### config.mk
export PLATFORM = sky130hd
export DESIGN_NAME = idt_cfg_rx
export DESIGN_NICKNAME = d
export VERILOG_FILES = /design/src/rtl/idt_cfg_rx.sv
export SDC_FILE = /design/constraint.sdc
export NUM_CORES = 1
export LEC_CHECK = 0
export ABC_AREA = 1
export ABC_CLOCK_PERIOD_IN_PS = 2600
export CAP_MARGIN = 20
export CORE_MARGIN = 4
export CORE_UTILIZATION = 55
export CTS_CLUSTER_SIZE = 24
export DETAILED_ROUTE_END_ITERATION = 12
export GPL_TIMING_DRIVEN = 0
export PLACE_DENSITY = 0.91
export SLEW_MARGIN = 20
export SYNTH_ARGS = -nofsm -noshare
export SYNTH_HDL_FRONTEND = slang
export SYNTH_SLANG_ARGS = --single-unit
### constraint.sdc
create_clock -name osc_clk -period 2.6 [get_ports osc_clk]
set_input_delay 0.52 -clock osc_clk [delete_from_list [all_inputs] [get_ports osc_clk]]
set_output_delay 0.52 -clock osc_clk [all_outputs]
set_load 0.02 [all_outputs]
### src/rtl/idt_cfg_rx.sv
// idt_cfg_rx: serial configuration receiver for the IDT clock synthesizer
// programming bus. Synchronizes sclk/data/strobe, shifts in 24-bit frames
// MSB first, and on each strobe rise either latches and decodes the word,
// flags a malformed frame, or ignores the strobe when no bits were seen.
module idt_cfg_rx #(
  parameter int SYNC_STAGES = 2
) (
  input  logic        osc_clk,
  input  logic        osc_reset,
  input  logic        idt_sclk,
  input  logic        idt_data,
  input  logic        idt_strobe,
  output logic [23:0] cfg_word,
  output logic [6:0]  cfg_r,
  output logic [8:0]  cfg_v,
  output logic [2:0]  cfg_s,
  output logic [1:0]  cfg_f,
  output logic        cfg_ttl,
  output logic [1:0]  cfg_c,
  output logic [9:0]  cfg_vdw,
  output logic [7:0]  cfg_rdw,
  output logic [3:0]  cfg_odiv,
  output logic        cfg_valid,
  output logic        cfg_err,
  output logic        cfg_loaded,
  output logic [7:0]  cfg_load_cnt
);

  typedef enum logic {
    ST_IDLE  = 1'b0,
    ST_SHIFT = 1'b1
  } state_t;

  // Output divide ratio selected by the s field.
  function automatic logic [3:0] odiv_lut(input logic [2:0] s);
    logic [3:0] d;
    case (s)
      3'd0:    d = 4'd10;
      3'd1:    d = 4'd2;
      3'd2:    d = 4'd8;
      3'd3:    d = 4'd4;
      3'd4:    d = 4'd5;
      3'd5:    d = 4'd7;
      3'd6:    d = 4'd3;
      3'd7:    d = 4'd6;
      default: d = 4'd0;
    endcase
    return d;
  endfunction

  // Synchronizer chains; the last stage is the one the logic uses.
  logic [SYNC_STAGES-1:0] sclk_sync_q;
  logic [SYNC_STAGES-1:0] data_sync_q;
  logic [SYNC_STAGES-1:0] strobe_sync_q;
  logic                   sclk_dly_q;
  logic                   strobe_dly_q;
  logic                   strobe_rise_q;

  logic sclk_rise_s;
  logic strobe_rise_s;
  logic data_s;

  state_t      state_q,     state_d;
  logic [4:0]  bit_cnt_q,   bit_cnt_d;
  logic [23:0] shreg_q,     shreg_d;
  logic [23:0] word_q,      word_d;
  logic [9:0]  vdw_q,       vdw_d;
  logic [7:0]  rdw_q,       rdw_d;
  logic [3:0]  odiv_q,      odiv_d;
  logic        valid_q,     valid_d;
  logic        err_q,       err_d;
  logic        loaded_q,    loaded_d;
  logic [7:0]  load_cnt_q,  load_cnt_d;

  assign sclk_rise_s   = sclk_sync_q[SYNC_STAGES-1] & ~sclk_dly_q;
  assign strobe_rise_s = strobe_sync_q[SYNC_STAGES-1] & ~strobe_dly_q;
  assign data_s        = data_sync_q[SYNC_STAGES-1];

  // Input synchronizers, edge-detect delay copies and the registered strobe edge.
  always_ff @(posedge osc_clk) begin
    if (osc_reset) begin
      sclk_sync_q   <= '0;
      data_sync_q   <= '0;
      strobe_sync_q <= '0;
      sclk_dly_q    <= 1'b0;
      strobe_dly_q  <= 1'b0;
      strobe_rise_q <= 1'b0;
    end else begin
      sclk_sync_q   <= {sclk_sync_q[SYNC_STAGES-2:0], idt_sclk};
      data_sync_q   <= {data_sync_q[SYNC_STAGES-2:0], idt_data};
      strobe_sync_q <= {strobe_sync_q[SYNC_STAGES-2:0], idt_strobe};
      sclk_dly_q    <= sclk_sync_q[SYNC_STAGES-1];
      strobe_dly_q  <= strobe_sync_q[SYNC_STAGES-1];
      strobe_rise_q <= strobe_rise_s;
    end
  end

  // Next-state logic: shift first, then evaluate any strobe against the
  // post-shift count so a coincident final bit is included in the frame.
  always_comb begin
    state_d    = state_q;
    bit_cnt_d  = bit_cnt_q;
    shreg_d    = shreg_q;
    word_d     = word_q;
    vdw_d      = vdw_q;
    rdw_d      = rdw_q;
    odiv_d     = odiv_q;
    valid_d    = 1'b0;
    err_d      = 1'b0;
    loaded_d   = loaded_q;
    load_cnt_d = load_cnt_q;

    if (sclk_rise_s) begin
      shreg_d   = {shreg_q[22:0], data_s};
      bit_cnt_d = (bit_cnt_q == 5'd31) ? 5'd31 : (bit_cnt_q + 5'd1);
      case (state_q)
        ST_IDLE:  state_d = ST_SHIFT;
        ST_SHIFT: state_d = ST_SHIFT;
        default:  state_d = ST_SHIFT;
      endcase
    end else begin
      shreg_d   = shreg_q;
      bit_cnt_d = bit_cnt_q;
    end

    if (strobe_rise_q) begin
      case (bit_cnt_d)
        5'd0: begin
          valid_d = 1'b0;
          err_d   = 1'b0;
        end
        5'd24: begin
          word_d     = shreg_d;
          vdw_d      = {1'b0, shreg_d[15:7]} + 10'd8;
          rdw_d      = {1'b0, shreg_d[6:0]} + 8'd2;
          odiv_d     = odiv_lut(shreg_d[18:16]);
          valid_d    = 1'b1;
          loaded_d   = 1'b1;
          load_cnt_d = load_cnt_q + 8'd1;
        end
        default: begin
          err_d = 1'b1;
        end
      endcase
      bit_cnt_d = 5'd0;
      state_d   = ST_IDLE;
    end else begin
      valid_d = 1'b0;
      err_d   = 1'b0;
    end
  end

  // Receiver state, shift register and registered outputs.
  always_ff @(posedge osc_clk) begin
    if (osc_reset) begin
      state_q    <= ST_IDLE;
      bit_cnt_q  <= 5'd0;
      shreg_q    <= 24'd0;
      word_q     <= 24'd0;
      vdw_q      <= 10'd0;
      rdw_q      <= 8'd0;
      odiv_q     <= 4'd0;
      valid_q    <= 1'b0;
      err_q      <= 1'b0;
      loaded_q   <= 1'b0;
      load_cnt_q <= 8'd0;
    end else begin
      state_q    <= state_d;
      bit_cnt_q  <= bit_cnt_d;
      shreg_q    <= shreg_d;
      word_q     <= word_d;
      vdw_q      <= vdw_d;
      rdw_q      <= rdw_d;
      odiv_q     <= odiv_d;
      valid_q    <= valid_d;
      err_q      <= err_d;
      loaded_q   <= loaded_d;
      load_cnt_q <= load_cnt_d;
    end
  end

  assign cfg_word     = word_q;
  assign cfg_r        = word_q[6:0];
  assign cfg_v        = word_q[15:7];
  assign cfg_s        = word_q[18:16];
  assign cfg_f        = word_q[20:19];
  assign cfg_ttl      = word_q[21];
  assign cfg_c        = word_q[23:22];
  assign cfg_vdw      = vdw_q;
  assign cfg_rdw      = rdw_q;
  assign cfg_odiv     = odiv_q;
  assign cfg_valid    = valid_q;
  assign cfg_err      = err_q;
  assign cfg_loaded   = loaded_q;
  assign cfg_load_cnt = load_cnt_q;

endmodule

# After elaboration in Yosys (flattened, before gate mapping)
# Memory sizes are Yosys's and may differ from the RTL's. A register that Yosys moved wholly into a read port is not among the register bits.
# Cells that the tools add are included.
[word_totals]
mem_bits_ro = 32
output_inout_bits = 81
n_memories = 1
register_bits = 91
in_bits = 5
wordCells = 37
[memory_table]
columns = ["name", "words", "width", "read_ports", "rd_ports_with_merged_regs", "write_ports", "line", "rtl"]
rows = [
  ["(name not given)", 8, 4, 1, 1, 0, "37", "case (s)"],
]
[op_classes]
bitwise_logic = 5
n_reduce_logical = 5
eq_ne = 2
add_sub_neg = 4
n_mux = 5
[op_table]
columns = ["operator", "count"]
rows = [
  ["24-bit two-way mux", 1],
  ["9-bit by 4-bit adder with 10-bit output (second input constant)", 1],
  ["5-bit equality test (second input constant)", 2],
  ["5-bit two-way mux", 2],
  ["7-bit by 2-bit adder with 8-bit output (second input constant)", 1],
  ["8-bit by 1-bit adder with 8-bit output (second input constant)", 1],
  ["2-bit OR reduction", 3],
  ["5-bit by 1-bit adder with 5-bit output (second input constant)", 1],
  ["5-bit zero test", 1],
  ["1-bit NOT", 3],
  ["1-bit bitwise AND", 2],
  ["1-bit two-way mux", 2],
  ["2-bit AND reduction", 1],
]

# Longest topological paths before layout
# Gate-level depths: netlist of the first run.
[logic_depth]
ltp_word = 6
depth_mapped = 12
mapped_depth_nobuf = 11

# Worst setup path after synthesis of the first run
# Ideal clock, no wire load.
[synth_path]
path_type = "flip-flop to flip-flop"
startpoint = "reg sclk_sync_q[1]"
endpoint = "reg rdw_q[5], in the netlist cfg_rdw[5]"
stages_incl_launch_ff = 10
setup_time_ns = 0.113
synth_period_minus_slack_ns = 1.681
n_path_buf = 2
t_arrival_ns = 1.568
path_slack_ns = 0.919
path_cell_list = "dfxtp_1 -> nand2_2 -> buf_6 -> buf_4 -> o21ai_1 -> ha_1 -> nand2_1 -> xor2_1 -> nor2_1 -> nor2_1"
[synth_rtl]
columns = ["item", "line", "rtl"]
rows = [
  ["start: declaration", "52", "logic [SYNC_STAGES-1:0] sclk_sync_q;"],
  ["start signal: assignment", "89", "sclk_sync_q <= {sclk_sync_q[SYNC_STAGES-2:0], idt_sclk};"],
  ["1-bit bitwise AND", "75", "assign sclk_rise_s = sclk_sync_q[SYNC_STAGES-1] & ~sclk_dly_q;"],
  ["24-bit two-way mux", "113", "if (sclk_rise_s) begin"],
  ["via shreg_d[1]", "65", "logic [23:0] shreg_q, shreg_d;"],
  ["7-bit by 2-bit adder with 8-bit output", "135", "rdw_d = {1'b0, shreg_d[6:0]} + 8'd2;"],
  ["end signal: assignment", "173", "rdw_q <= rdw_d;"],
  ["end: declaration", "68", "logic [7:0] rdw_q, rdw_d;"],
]
# The timed path passes the listed nets, and every way through them passes these cells.
# A chain may end at the register's enable or synchronous reset.

# Final worst setup path of the first run
[layout_path]
startpoint = "reg bit_cnt_q[0]"
endpoint = "reg word_q[19], in the netlist cfg_word[19]"
[layout_between]
elab_chain_len = 5
[layout_rtl]
columns = ["item", "line", "rtl"]
rows = [
  ["start: declaration", "64", "logic [4:0] bit_cnt_q, bit_cnt_d;"],
  ["start signal: assignment", "169", "bit_cnt_q <= bit_cnt_d;"],
  ["5-bit by 1-bit adder with 5-bit output / 5-bit equality test (equally long branches)", "115", "bit_cnt_d = (bit_cnt_q == 5'd31) ? 5'd31 : (bit_cnt_q + 5'd1);"],
  ["5-bit two-way mux", "115", ""],
  ["5-bit two-way mux *", "113", ""],
  ["5-bit equality test *", "127", "case (bit_cnt_d)"],
  ["2-bit AND reduction (no source line) *", "n/a", ""],
  ["end signal: assignment", "171", "word_q <= word_d;"],
  ["end: declaration", "66", "logic [23:0] word_q, word_d;"],
]
# Every way passes the cells marked *; elsewhere a longest branch is shown, timed or not.

==> impl_metrics.toml, run 1 <==
[pwr]
vdd_drop_max_uv = 399
swShare = 0.256
power.clock.fraction = 0.355
p_int_uw = 1840
seq_power_share = 0.576
combPwrFrac = 0.069
finalPower_uw = 2480
p_leak_uw = 0.00233
power-per-cell-area_nw_per_um2 = 479
power.switching_uw = 633

[global_routing]
grt_pass1_vias = 3693
grt_pass1_wl_microns = 16800
overflow = 0
grt_max_degree = 16
antenna_found_initial = 0
grt_usage = 0.239

[clock_network]
postCtsSetupRepairBufs = 0
htree_levels = 3
clk_pin_slew_ns = 0.09
cts_resized = 0
cts_buffers = 9
ctsRootBufferMaster = "clkbuf_8"
hold_buffers = 0
cts_sinks = 91
cts_tree = "yes"
clock_latency_ns = 0.36
clk_path_buf_depth = 2

[finish]
syn_to_final_growth_pct = 28.6
nFillCells = 516
nets = 658
final_common_cell = "nor2_1"
drive_above_1_share = 0.116
layout_common_cells = "nor2_1, dfxtp_1, clkdlybuf4s50_1"
final_util = 0.744
diodes = 0

[floorplanning]
pin_count = 86
rows = 30
fp.dieArea_sq_um = 8740
die_w_microns = 93.5
start_util = 0.579
design.core.area_sq_um = 6940
die_h_microns = 93.5

[timing]
min_period_ns = 2.14
worst_slew_pin_slew_ns = 0.622
setup_violations = 0
clock.fmax_mhz = 467
post-route-period-util = 0.824
max_slew_margin = 0.581
hold_violations = 0
holdWs_ns = 0.390
slew_violations = 0
setup_tns_ns = 0
rsz0062_at_grt = "false"
skew_ns = 0.0110

[routing]
ant_nets = 0
vias = 3770
routed_wl_microns = 10000
post-route-drc-count = 0
wl_per_cell_microns = 13.3
dr.first_iter.drc_count = 234
viasPerCell = 5.03
dr.pass1.iters = 5

[worst_setup_path]
cp-start-kind = "flop"
worstSetupPathType = "flop to flop"
r2r_start = "bit_cnt_q[0]"
path_cells = "ha_1 > nand2_1 > nor2_1 > nand3_2 > nand2_1 > nor2_4 > nand4_4 > clkbuf_1 > o21ai_0 > nor2_1"
critPathCapture = "cfg_word[19]"
endpoint_kind = "flop"
rrSetupSlack_ns = 0.46
r2r_end = "cfg_word[19]"
max_stage_delay_ns = 0.46
cp.required_ns = 2.89
arrival_ns = 2.43
crit_fanout = 10
r2r_cells = 10
cp_slowest_cell = "clkbuf_1"
crit_start = "bit_cnt_q[0]"

[synth]
synth_edf_count = 0
yosys.area.top_type = "dfxtp_1"
syn_inst = 553
synth_top_cells_by_area = "dfxtp_1, nor2_1, nand2_1, buf_4, inv_1"
ys_ff_latch = 91
syn_nets = 562
postSynthAreaPerCell_sq_um = 7.27
yosys.area.top_type_share = 0.453
ys_warn_count = 0
synth_area_sq_um = 4020
synthArstFlopShare = 0
ys_seq_area_frac = 0.453
synthFlopType = "dfxtp_1"
synth_cell_type_count = 31

[flow_run]
max_cap_viol_count = 0

[worst_hold_path]
min_path_type = "flop to flop"

[placement]
place.gp.congestion = 0.861
portBuffers = 85
place_hpwl_microns = 7360

[status]
status = "finished, final reports clean"
==> state kept, by name (all words and copies together), names as in the netlist, 2 cells and up <==
register,flops
cfg_word,24
shreg_q,24
cfg_load_cnt,8
cfg_rdw,7
cfg_vdw,7
bit_cnt_q,5
cfg_odiv,4
data_sync_q,2
sclk_sync_q,2
strobe_sync_q,2
==> kinds of logic (layout without fill, tap and decap cells) <==
family | Yosys count | after routing | share of synthesized area
AO/OA/AOI/OAI | 71 | 71 | 0.0906
adder cells (fa/ha/maj) | 4 | 4 | 0.0124
AND/OR/NAND/NOR | 253 | 253 | 0.268
buffers and inverters | 125 | 226 | 0.157
flip-flops | 91 | 91 | 0.453
XOR/XNOR | 9 | 9 | 0.0196
==> area by class of cell <==
type                       instances  area (sq um)  area share
inverter                          71           268      0.0518
sequential                        91          1820       0.352
timing repair buffer              85           851       0.165
clock buffer                      10           138      0.0266
buffer                            54           362      0.0700
clock inverter                     6          40.0     0.00775
multi-input combinational        337          1570       0.304
tap                               96           120      0.0232
==> stage by stage <==
stage	cell area (sq um)	cells	worst slack, ns
after floorplan	4020	553	0.919
after global routing	5170	750	0.224
final	5170	750	0.457
after CTS	5170	750	0.515
after global placement	4990	734	0.315
after detailed placement	4990	734	0.305
==> Yosys cell counts (3+ instances only) <==
cell / count
a21oi_1: 18
ha_1: 4
inv_1: 66
buf_2: 3
nand2_1: 83
o21ai_0: 35
buf_4: 33
nand4_1: 16
nor2_1: 123
buf_6: 4
dfxtp_1: 91
xor2_1: 7
clkbuf_1: 12
or2_2: 7
inv_2: 4
nand3_1: 15
o21ai_1: 15
==> per-layer routing <==
layer | track usage | part of all wire | up-vias
li1 | - | - | 1871
met1 | 0.277 | 0.39 | 1694
met2 | 0.423 | 0.51 | 169
met3 | 0.0354 | 0.066 | 36
met4 | 0.122 | 0.033 | 0
met5 | 0 | 0 | -
==> how the worst min path moves through the flow <==
stage	from	endpoint	slack, ns	cells after the start
2_1_floorplan	strobe_dly_q	strobe_rise_q	0.37	1
3_3_place_gp	strobe_dly_q	strobe_rise_q	0.38	1
3_5_place_dp	strobe_dly_q	strobe_rise_q	0.39	1
4_1_cts	strobe_dly_q	strobe_rise_q	0.40	1
5_1_grt	strobe_dly_q	strobe_rise_q	0.41	1
6_report	strobe_dly_q	strobe_rise_q	0.39	1
==> critical path: cells and delay by family, from the launching register on <==
family,cells,cell delay [ns]
buffers and inverters,1,0.46
AOI/OAI and AO/OA,1,0.17
and+or+nand+nor,7,0.87
adders and majority gates,1,0.20
DFF,1,0.37
==> power groups by stage <==
| stage | registers, uW | clock network [uW] | logic [uW] |
|---|---|---|---|
| 2_1_floorplan | 1460 | 0 | 122 |
| 3_3_place_gp | 1460 | 0 | 159 |
| 3_5_place_dp | 1460 | 0 | 166 |
| 4_1_cts | 1430 | 879 | 167 |
| 5_1_grt | 1430 | 941 | 194 |
| 6_report | 1430 | 880 | 170 |
Power figures use the tool's default switching activity.
==> run 2, diff against run 1 <==
--- a/config.mk
+++ b/config.mk
@@ -6,14 +6,14 @@
 export NUM_CORES = 1
 export LEC_CHECK = 0
 export ABC_AREA = 1
-export ABC_CLOCK_PERIOD_IN_PS = 2600
+export ABC_CLOCK_PERIOD_IN_PS = 2100
 export CAP_MARGIN = 20
 export CORE_MARGIN = 4
-export CORE_UTILIZATION = 55
+export CORE_UTILIZATION = 51
 export CTS_CLUSTER_SIZE = 24
 export DETAILED_ROUTE_END_ITERATION = 12
 export GPL_TIMING_DRIVEN = 0
-export PLACE_DENSITY = 0.91
+export PLACE_DENSITY = 0.86
 export SLEW_MARGIN = 20
 export SYNTH_ARGS = -nofsm -noshare
 export SYNTH_HDL_FRONTEND = slang
==> constraint.sdc (replaced) <==
create_clock -name osc_clk -period 2.1 [get_ports osc_clk]
set_input_delay 0.42 -clock osc_clk [delete_from_list [all_inputs] [get_ports osc_clk]]
set_output_delay 0.42 -clock osc_clk [all_outputs]
set_load 0.02 [all_outputs]
==> impl_metrics.toml, run 2 (synthesized netlist as in run 1, its figures left out) <==
[finish]
fin_cells = 758
layout_common_cells = "nor2_1, dfxtp_1, clkdlybuf4s50_1"
final_util = 0.685
final_common_cell = "nor2_1"
nFillCells = 652
drive_above_1_share = 0.127
syn_to_final_growth_pct = 31.0
stdcell_area_sq_um = 5270
nets = 660
diodes = 0

[floorplanning]
fp.dieArea_sq_um = 9370
start_util = 0.523
die_h_microns = 96.8
design.core.area_sq_um = 7690
rows = 32
pin_count = 86
die_w_microns = 96.8

[timing]
hold_violations = 0
max_slew_margin = 0.516
fin_ws_ns = 0.153
min_period_ns = 1.95
skew_ns = 0.00793
worst_slew_pin_slew_ns = 0.719
setup_violations = 0
clock.fmax_mhz = 514
post-route-period-util = 0.927
slew_violations = 0

[pwr]
power-per-cell-area_nw_per_um2 = 631
power.clock.fraction = 0.404
finalPower_uw = 3320
seq_power_share = 0.532
combPwrFrac = 0.064
power.switching_uw = 767
swShare = 0.231
p_leak_uw = 0.00236
vdd_drop_max_uv = 473
p_int_uw = 2550

[clock_network]
cts_buffers = 9
cts_tree = "yes"
clock_latency_ns = 0.36
cts_sinks = 91
clk_pin_slew_ns = 0.09
clk_path_buf_depth = 2
htree_levels = 3
ctsRootBufferMaster = "clkbuf_8"

[worst_setup_path]
crit_fanout = 10
arrival_ns = 2.21
worstSetupPathType = "flop to flop"
endpoint_kind = "flop"
rrSetupSlack_ns = 0.15
r2r_end = "cfg_rdw[3]"
cp.required_ns = 2.36
r2r_start = "bit_cnt_q[1]"
r2r_cells = 12
cp-start-kind = "flop"

[global_routing]
grt_pass1_vias = 3546
grt_usage = 0.210
grt_max_degree = 15
overflow = 0
grt_pass1_wl_microns = 16300
antenna_found_initial = 0

[worst_hold_path]
worstHoldEndpoint = "strobe_rise_q"
hold-path-cell-count = 1
min_path_type = "flop to flop"
hp-start = "strobe_dly_q"

[routing]
viasPerCell = 4.98
wl_per_cell_microns = 13.0
ant_nets = 0
vias = 3776
post-route-drc-count = 0
dr.pass1.iters = 6
dr.first_iter.drc_count = 195
routed_wl_microns = 9890

[placement]
place_hpwl_microns = 7120
placed_cells = 740
place.gp.congestion = 0.924
portBuffers = 85
dp_worst_setup_slack_ns = -0.144
placed_cell_area_sq_um = 5000

[status]
status = "finished, final reports clean"

[flow_run]
max_cap_viol_count = 0
-- run 2: changes by cell type in the layout (fill, tap and decap cells not counted), sizes merged --
cell and change:
buf +2, bufinv +2, clkbuf +2, clkinv -4
-- run 2: power groups by stage --
stage | combinational [uW] | clock (uW) | sequential, uW
2_1_floorplan | 151 | 0 | 1800
3_3_place_gp | 200 | 0 | 1800
3_5_place_dp | 205 | 0 | 1810
4_1_cts | 208 | 1350 | 1760
5_1_grt | 242 | 1410 | 1770
6_report | 214 | 1340 | 1770
-- run 2: stage by stage --
stage | setup TNS, ns | hold WS, ns
floorplan | 0 | 0.374
global placement | -0.400 | 0.380
detailed placement | -1.07 | 0.398
CTS | 0 | 0.410
global route | -0.0168 | 0.422
finish | 0 | 0.406
-- run 2: final cells by class --
cell class,instances,area (sq um),share of cell area
multi-input combinational,337,1590,0.302
timing repair buffer,87,866,0.164
inverter,71,269,0.0511
tap,102,128,0.0242
clock inverter,4,72.6,0.0138
clock buffer,12,155,0.0295
sequential,91,1820,0.346
buffer,54,363,0.0689
-- run 2: metal layers --
| metal | routed length (microns) | part of all wire | global-route usage | vias up |
|---|---|---|---|---|
| met4 | 149 | 0.015 | 0.0778 | 0 |
| met5 | 0 | 0 | 0 | - |
| met1 | 4110 | 0.42 | 0.246 | 1765 |
| met2 | 5130 | 0.52 | 0.381 | 110 |
| met3 | 494 | 0.050 | 0.0346 | 16 |
| li1 | - | - | - | 1885 |
-- run 2: worst max-delay path by stage --
stage,start,endpoint,slack [ns],cells after the start
3_5_place_dp,osc_reset,cfg_odiv[1],-0.14,6
2_1_floorplan,sclk_sync_q[1],cfg_rdw[5],0.42,9
3_3_place_gp,osc_reset,cfg_odiv[1],-0.09,6
5_1_grt,sclk_sync_q[1],cfg_rdw[3],-0.02,10
6_report,bit_cnt_q[1],cfg_rdw[3],0.15,12
4_1_cts,bit_cnt_q[1],cfg_odiv[1],0.05,10
-- run 2: critical path: stages, from the launching register on --
cell and delay (ns):
dfxtp_1 0.37, ha_1 0.20, nand2_1 0.08, nor2_2 0.13, nand2_1 0.08, nand2_1 0.09
inv_2 0.05, nor2_2 0.15, nand4_4 0.14, buf_6 0.19, buf_6 0.14, a21oi_1 0.16
nor2_1 0.06
-- run 2: what timing repair did --
| item | in CTS | in global routing |
|---|---|---|
| buffers inserted | 0 | 2 |
| gates resized for setup | 0 | 9 |
| hold buffers | 0 | 0 |
| setup endpoints to repair | 0 | 37 |
